`config.mk`:
```
export PLATFORM = sky130hd
export DESIGN_NAME = atm_keypad_entry
export DESIGN_NICKNAME = d
export VERILOG_FILES = /design/src/rtl/atm_keypad_entry.sv
export SDC_FILE = /design/constraint.sdc
export NUM_CORES = 1
export LEC_CHECK = 0
export BUFFER_PORTS_ARGS = -buffer_cell sky130_fd_sc_hd__buf_2
export CAP_MARGIN = 20
export CORE_ASPECT_RATIO = 1.4
export CORE_MARGIN = 4
export CORE_UTILIZATION = 55
export DETAILED_ROUTE_END_ITERATION = 7
export GPL_TIMING_DRIVEN = 0
export PLACE_DENSITY = 0.74
export SETUP_SLACK_MARGIN = 0.2
export SYNTH_ARGS = -nofsm -noshare
export SYNTH_HDL_FRONTEND = slang
export SYNTH_SLANG_ARGS = --single-unit
```
`constraint.sdc`:
```
create_clock -name clk -period 6.6 [get_ports clk]
set_input_delay 0.99 -clock clk [delete_from_list [all_inputs] [get_ports clk]]
set_output_delay 0.99 -clock clk [all_outputs]
set_load 0.05 [all_outputs]
```
`src/rtl/atm_keypad_entry.sv`:
```
// rtl/atm_keypad_entry.sv - keypad credential entry, submit strobe and auth lockout tracking
module atm_keypad_entry #(
    parameter int ACC_DIGITS     = 4,
    parameter int PIN_DIGITS     = 4,
    parameter int TIMEOUT_CYCLES = 1000,
    parameter int MAX_ATTEMPTS   = 3
) (
    input  logic        clk,
    input  logic        reset,
    input  logic        key_valid,
    input  logic [3:0]  key_code,
    input  logic        auth_ok,
    input  logic        auth_fail,
    input  logic        session_end,
    output logic [11:0] accountNum,
    output logic [13:0] pin,
    output logic        cred_valid,
    output logic        entry_error,
    output logic        timeout,
    output logic        card_locked,
    output logic [2:0]  digit_count,
    output logic        in_pin_field
);

    localparam logic [2:0] IDLE        = 3'd0;
    localparam logic [2:0] ACC_ENTRY   = 3'd1;
    localparam logic [2:0] PIN_ENTRY   = 3'd2;
    localparam logic [2:0] SUBMIT      = 3'd3;
    localparam logic [2:0] WAIT_RESULT = 3'd4;
    localparam logic [2:0] SESSION     = 3'd5;
    localparam logic [2:0] LOCKED      = 3'd6;

    localparam logic [3:0] KEY_BS     = 4'hA;
    localparam logic [3:0] KEY_ENTER  = 4'hB;
    localparam logic [3:0] KEY_CANCEL = 4'hC;

    localparam int TW = (TIMEOUT_CYCLES > 2) ? $clog2(TIMEOUT_CYCLES) : 1;
    localparam int AW = $clog2(MAX_ATTEMPTS + 1);
    localparam logic [TW-1:0] TIMER_LAST = TW'(TIMEOUT_CYCLES - 1);

    logic [2:0]    state, state_n;
    logic [13:0]   acc, acc_n, pacc, pacc_n;
    logic [TW-1:0] timer, timer_n;
    logic [AW-1:0] attempts, attempts_n;
    logic [2:0]    cnt_n;
    logic [11:0]   acct_n;
    logic [13:0]   pin_n;
    logic          cred_n, err_n, tmo_n;

    logic          pin_field, is_digit;
    logic [2:0]    limit;
    logic [13:0]   field, field_dig, field_bs;

    always_comb begin
        state_n    = state;
        acc_n      = acc;
        pacc_n     = pacc;
        cnt_n      = digit_count;
        timer_n    = timer;
        attempts_n = attempts;
        acct_n     = accountNum;
        pin_n      = pin;
        cred_n     = 1'b0;
        err_n      = 1'b0;
        tmo_n      = 1'b0;

        pin_field  = (state == PIN_ENTRY);
        is_digit   = (key_code <= 4'd9);
        limit      = pin_field ? 3'(PIN_DIGITS) : 3'(ACC_DIGITS);
        field      = pin_field ? pacc : acc;
        field_dig  = field * 14'd10 + {10'd0, key_code};
        field_bs   = field / 14'd10;

        case (state)
            IDLE: begin
                if (key_valid && is_digit) begin
                    acc_n   = {10'd0, key_code};
                    cnt_n   = 3'd1;
                    timer_n = '0;
                    state_n = ACC_ENTRY;
                end
            end
            ACC_ENTRY, PIN_ENTRY: begin
                timer_n = timer + TW'(1);
                // A key on the expiry cycle counts as activity and suppresses the timeout.
                if (key_valid) begin
                    timer_n = '0;
                    if (is_digit) begin
                        if (digit_count < limit) begin
                            if (pin_field) pacc_n = field_dig;
                            else           acc_n  = field_dig;
                            cnt_n = digit_count + 3'd1;
                        end
                    end else if (key_code == KEY_BS) begin
                        if (digit_count != 3'd0) begin
                            if (pin_field) pacc_n = field_bs;
                            else           acc_n  = field_bs;
                            cnt_n = digit_count - 3'd1;
                        end
                    end else if (key_code == KEY_ENTER) begin
                        if (digit_count != limit) begin
                            err_n = 1'b1;
                        end else if (!pin_field) begin
                            if (acc > 14'd4095) begin
                                err_n = 1'b1;
                                acc_n = '0;
                                cnt_n = 3'd0;
                            end else begin
                                pacc_n  = '0;
                                cnt_n   = 3'd0;
                                state_n = PIN_ENTRY;
                            end
                        end else begin
                            state_n = SUBMIT;
                        end
                    end else if (key_code == KEY_CANCEL) begin
                        acc_n   = '0;
                        pacc_n  = '0;
                        cnt_n   = 3'd0;
                        state_n = IDLE;
                    end
                end else if (timer == TIMER_LAST) begin
                    tmo_n   = 1'b1;
                    acc_n   = '0;
                    pacc_n  = '0;
                    cnt_n   = 3'd0;
                    timer_n = '0;
                    state_n = IDLE;
                end
            end
            SUBMIT: begin
                acct_n  = acc[11:0];
                pin_n   = pacc;
                cred_n  = 1'b1;
                state_n = WAIT_RESULT;
            end
            WAIT_RESULT: begin
                if (auth_ok) begin
                    attempts_n = '0;
                    state_n    = SESSION;
                end else if (auth_fail) begin
                    attempts_n = attempts + AW'(1);
                    cnt_n      = 3'd0;
                    if (attempts_n == AW'(MAX_ATTEMPTS)) begin
                        state_n = LOCKED;
                    end else begin
                        pacc_n  = '0;
                        timer_n = '0;
                        state_n = PIN_ENTRY;
                    end
                end
            end
            SESSION: begin
                if (session_end) begin
                    acct_n  = '0;
                    pin_n   = '0;
                    acc_n   = '0;
                    pacc_n  = '0;
                    cnt_n   = 3'd0;
                    state_n = IDLE;
                end
            end
            default: ;
        endcase
    end

    always_ff @(posedge clk) begin
        if (reset) begin
            state        <= IDLE;
            acc          <= '0;
            pacc         <= '0;
            timer        <= '0;
            attempts     <= '0;
            accountNum   <= '0;
            pin          <= '0;
            cred_valid   <= 1'b0;
            entry_error  <= 1'b0;
            timeout      <= 1'b0;
            card_locked  <= 1'b0;
            digit_count  <= 3'd0;
            in_pin_field <= 1'b0;
        end else begin
            state        <= state_n;
            acc          <= acc_n;
            pacc         <= pacc_n;
            timer        <= timer_n;
            attempts     <= attempts_n;
            accountNum   <= acct_n;
            pin          <= pin_n;
            cred_valid   <= cred_n;
            entry_error  <= err_n;
            timeout      <= tmo_n;
            card_locked  <= (state_n == LOCKED);
            digit_count  <= cnt_n;
            in_pin_field <= (state_n == PIN_ENTRY);
        end
    end

endmodule

```
==> results.md <==
- The run finished with clean final reports.
- The placer congestion estimate is 0.958.
- The number of warning messages in the yosys log is 0.
- The cell with the most instances after synthesis is sky130_fd_sc_hd__nor2_1.
- The startpoint type of the worst setup path is a flip-flop.
- For this configuration, the core starts out at a cell density of 56.4%.
- The biggest area contributor in the post-synthesis netlist is sky130_fd_sc_hd__dfxtp_1.
- The worst endpoint required time is 6.80 ns.
- The global-route total usage across every layer is 30.2%.
- The number of cells in the finished layout apart from fillers is 986.
- In this run the vertical extent of the chip is 133 µm.
- In the finished design, the share of the clock period the worst path needs comes to 89.1%.
- The placed cell count is 970.
- The routed design has 20200 µm of wire.
- The data arrival time at the worst-slack endpoint is 6.08 ns.
- The worst setup path is of the reg2reg kind.
- The tree is rooted in a sky130_fd_sc_hd__clkbuf_16.
- The kind of end point of the critical path is a flip-flop.
- The H-tree was split into 3 levels.
- The detailed placer's ending HPWL is 15400 µm.
- Yosys mapped a number of flops with a built-in enable equal to 0.
- The count of final hold-check violations is 0.
- The number of filler cells placed in the layout is 943.
- The total vias in the final route is 6531.
- The clock latency on the worst-skew pair is 0.34 ns.
- Of the post-synthesis cell area, the dominant cell type holds 25.1%.
- For this run, the register share of the synthesized area comes to 25.1%.
- The worst-case vdd ir drop is 187 µV.
- The clock transition at the registers of the reported paths is 0.06 ns.
- Using the TritonRoute via totals, the vias-per-cell ratio works out to 6.62.
- TritonCTS built the clock tree.
- The final number of setup-violating endpoints is 0.
- The post-layout instance area is 6860 µm².
- For this run, design rule violations remaining after detail routing come to 0.
- The dominant synthesized flop cell is sky130_fd_sc_hd__dfxtp_1.
- The via count of the first global-routing pass is 6286.
- The minimum setup slack after placement is 0.654 ns.
- In this run the worst path has a maximum fanout of 10.
- In this run the tool buffered the top-level ports with 42 buffer cells.
- In this run the static leakage power is 2.78 nW.
- The die is 97.2 µm wide.
- The first detailed-routing pass took 5 iterations.
- Derived from the worst setup path, the maximum achievable clock frequency is 170 MHz.
- The worst setup skew after layout is 0.0122 ns.
- In the final design database the tool counted 879 nets.
- Power spread over the standard cell area amounts to 167 nW/µm².
- The area of the die is 12900 µm².
- The number of antenna violations at the first check in global routing was 0.
- Setup repair after global routing left no endpoint under its margin.
- The number of distinct library cell variants in the gate-level netlist after synthesis is 93.
- The worst-case setup margin in the final layout is 0.723 ns.
- The final global-route overflow total is 0.
- Counting flops with an async set or reset pin after synthesis yields a share of 0%.
- The type of the tightest min-delay check is reg2reg.
- The shortest clock period the worst path allows after layout is 5.88 ns.
- Headroom to the max-slew limit came out at 38.0%.
- The area growth from synthesis to final layout is 11.8%.
- Clock tree synthesis found a total of 77 sinks.
- After floorplanning, the core was sized to cover 10900 µm².
- The detailed router finished its first iteration with 477 violations.
- Max-cap violations in this run came to 0.
- The count of final max-slew check failures is 0.
- Counting every net in the synthesized netlist gives 825.
- The cell count after synthesis is 786.
- The first global-routing pass estimated 31900 µm of wire.
- The share of post-route cells with drive strength above 1 is 13.7%.
- The remaining antenna violation count after routing is 0.
- The floorplan row count is 45.
- After synthesis, the cell types taking the most area are sky130_fd_sc_hd__dfxtp_1, sky130_fd_sc_hd__nor2_1, sky130_fd_sc_hd__ha_1.
- Summed over all failing endpoints, the final setup total negative slack is 0 ns.
- The synthesized cell area is 6130 µm².
- The post-CTS repair timing setup buffer count is 0.
- A synthesized cell averages 7.80 µm².
- The post-place instance area is 6530 µm².
- The number of buffers added by the clock tree synthesis step is 9.
- In the synthesized netlist, the cells that appear most often are sky130_fd_sc_hd__nor2_1, sky130_fd_sc_hd__dfxtp_1, sky130_fd_sc_hd__nand2_1, sky130_fd_sc_hd__a21oi_1, sky130_fd_sc_hd__clkbuf_1.
- The synthesized flop and latch total is 77.
- Dividing the detail-routed wire length by the instance count gives 20.5 µm.
- The repair_antennas step left the layout with diodes totalling 0.
- The measured slew at the worst slew-check pin is 0.904 ns.
- The maximum number of pins on one net before global-route repair is 14.
- The clock tree buffer depth is 2.
- The count of pins on the block boundary is 44.
what timing repair did:
item                                    in CTS  in global routing
endpoints found under the setup margin       0                  2
hold buffers                                 0                  0
resized for setup                            0                  1
logic make-up (layout without fill, tap and decap cells):
logic type | count (synthesis) | after routing | share of synthesized area (%)
mux | 13 | 13 | 2.59
simple gates | 283 | 283 | 22.8
fa+ha+maj | 29 | 29 | 6.16
flops | 77 | 77 | 25.1
compound gates | 268 | 268 | 32.9
xor+xnor | 32 | 32 | 4.57
buf+inv | 84 | 143 | 5.86
routing by layer:
layer / share of wire, % / GRT usage (%) / vias to the layer above
met2: 50 / 53.4 / 343
met1: 39 / 34.3 / 3076
met3: 6.0 / 4.54 / 90
met4: 5.6 / 17.5 / 0
met5: 0 / 0 / -
li1: - / - / 3022
cell usage in the layout, fill, tap and decap left out, drive strengths merged, types with 12 or more instances in the layout:
cell type	instances
buf	59
nand3	20
clkbuf	46
a22oi	27
inv	33
nor3	16
nand2	70
ha	27
o21ai	37
a31oi	12
xnor2	18
nor2	95
a211oi	16
xor2	14
a22o	26
dfxtp	77
nor2b	15
a21oi	67
nand2b	16
critical path, stage by stage, from the launching register on:
cell and delay (ns):
sky130_fd_sc_hd__dfxtp_1 0.32, sky130_fd_sc_hd__buf_2 0.21, sky130_fd_sc_hd__nor3b_2 0.57, sky130_fd_sc_hd__clkbuf_1 0.53, sky130_fd_sc_hd__buf_1 0.50, sky130_fd_sc_hd__nor2_1 0.08
sky130_fd_sc_hd__a21oi_1 0.37, sky130_fd_sc_hd__inv_1 0.16, sky130_fd_sc_hd__ha_1 0.31, sky130_fd_sc_hd__ha_1 0.16, sky130_fd_sc_hd__inv_1 0.05, sky130_fd_sc_hd__fa_1 0.40
sky130_fd_sc_hd__inv_1 0.07, sky130_fd_sc_hd__a21oi_1 0.06, sky130_fd_sc_hd__o21ai_0 0.26, sky130_fd_sc_hd__a21oi_1 0.12, sky130_fd_sc_hd__o21bai_1 0.23, sky130_fd_sc_hd__a21o_1 0.16
sky130_fd_sc_hd__a21oi_1 0.07, sky130_fd_sc_hd__xnor2_1 0.24, sky130_fd_sc_hd__nand3_1 0.14, sky130_fd_sc_hd__xnor2_1 0.22, sky130_fd_sc_hd__xnor2_1 0.15, sky130_fd_sc_hd__nor2_1 0.10
sky130_fd_sc_hd__a22oi_1 0.20, sky130_fd_sc_hd__nor2_1 0.06
cell type report:
type / count / area (µm²) / area share [%]
Multi-Input combinational cell: 625 / 4240 / 61.8
Sequential cell: 77 / 1540 / 22.5
Clock buffer: 11 / 243 / 3.54
Buffer: 51 / 235 / 3.43
Timing Repair Buffer: 43 / 218 / 3.18
Tap cell: 141 / 176 / 2.57
Inverter: 33 / 124 / 1.81
Clock inverter: 5 / 82.6 / 1.20
power breakdown:
group / internal (mW) / switching [mW] / total, mW
sequential: 0.469 / 0.00562 / 0.475
clock: 0.343 / 0.197 / 0.540
combinational: 0.0411 / 0.0884 / 0.129
total: 0.854 / 0.291 / 1.14
sequential cells by signal, indices dropped and copies added (netlist names), 2 cells and up:
signal and count:
acc 14, attempts 2, digit_count 3, pin 14, state 3, timer 10, pacc 14, accountNum 12
metrics by stage:
stage / util (%) / hold WS, ns / total power, mW
4_1_cts: 63.1 / 0.470 / 1.14
5_1_grt: 63.1 / 0.488 / 1.18
2_1_floorplan: - / 0.446 / 0.571
3_3_place_gp: 60.0 / 0.454 / 0.607
6_report: 63.1 / 0.470 / 1.14
3_5_place_dp: 60.1 / 0.450 / 0.610
final timing paths:
path              cells after the start                 from                    end  slack, ns
setup reg to reg                     25  state[1]$_SDFF_PP0_  pacc[13]$_SDFFE_PP0P_       0.72
hold reg to reg                       1  pin[5]$_SDFFE_PP0P_    pin[5]$_SDFFE_PP0P_       0.47
hold / removal                        1  pin[5]$_SDFFE_PP0P_    pin[5]$_SDFFE_PP0P_       0.47
setup / recovery                     25  state[1]$_SDFF_PP0_  pacc[13]$_SDFFE_PP0P_       0.72
No activity file was read; power rests on OpenSTA's default activity.
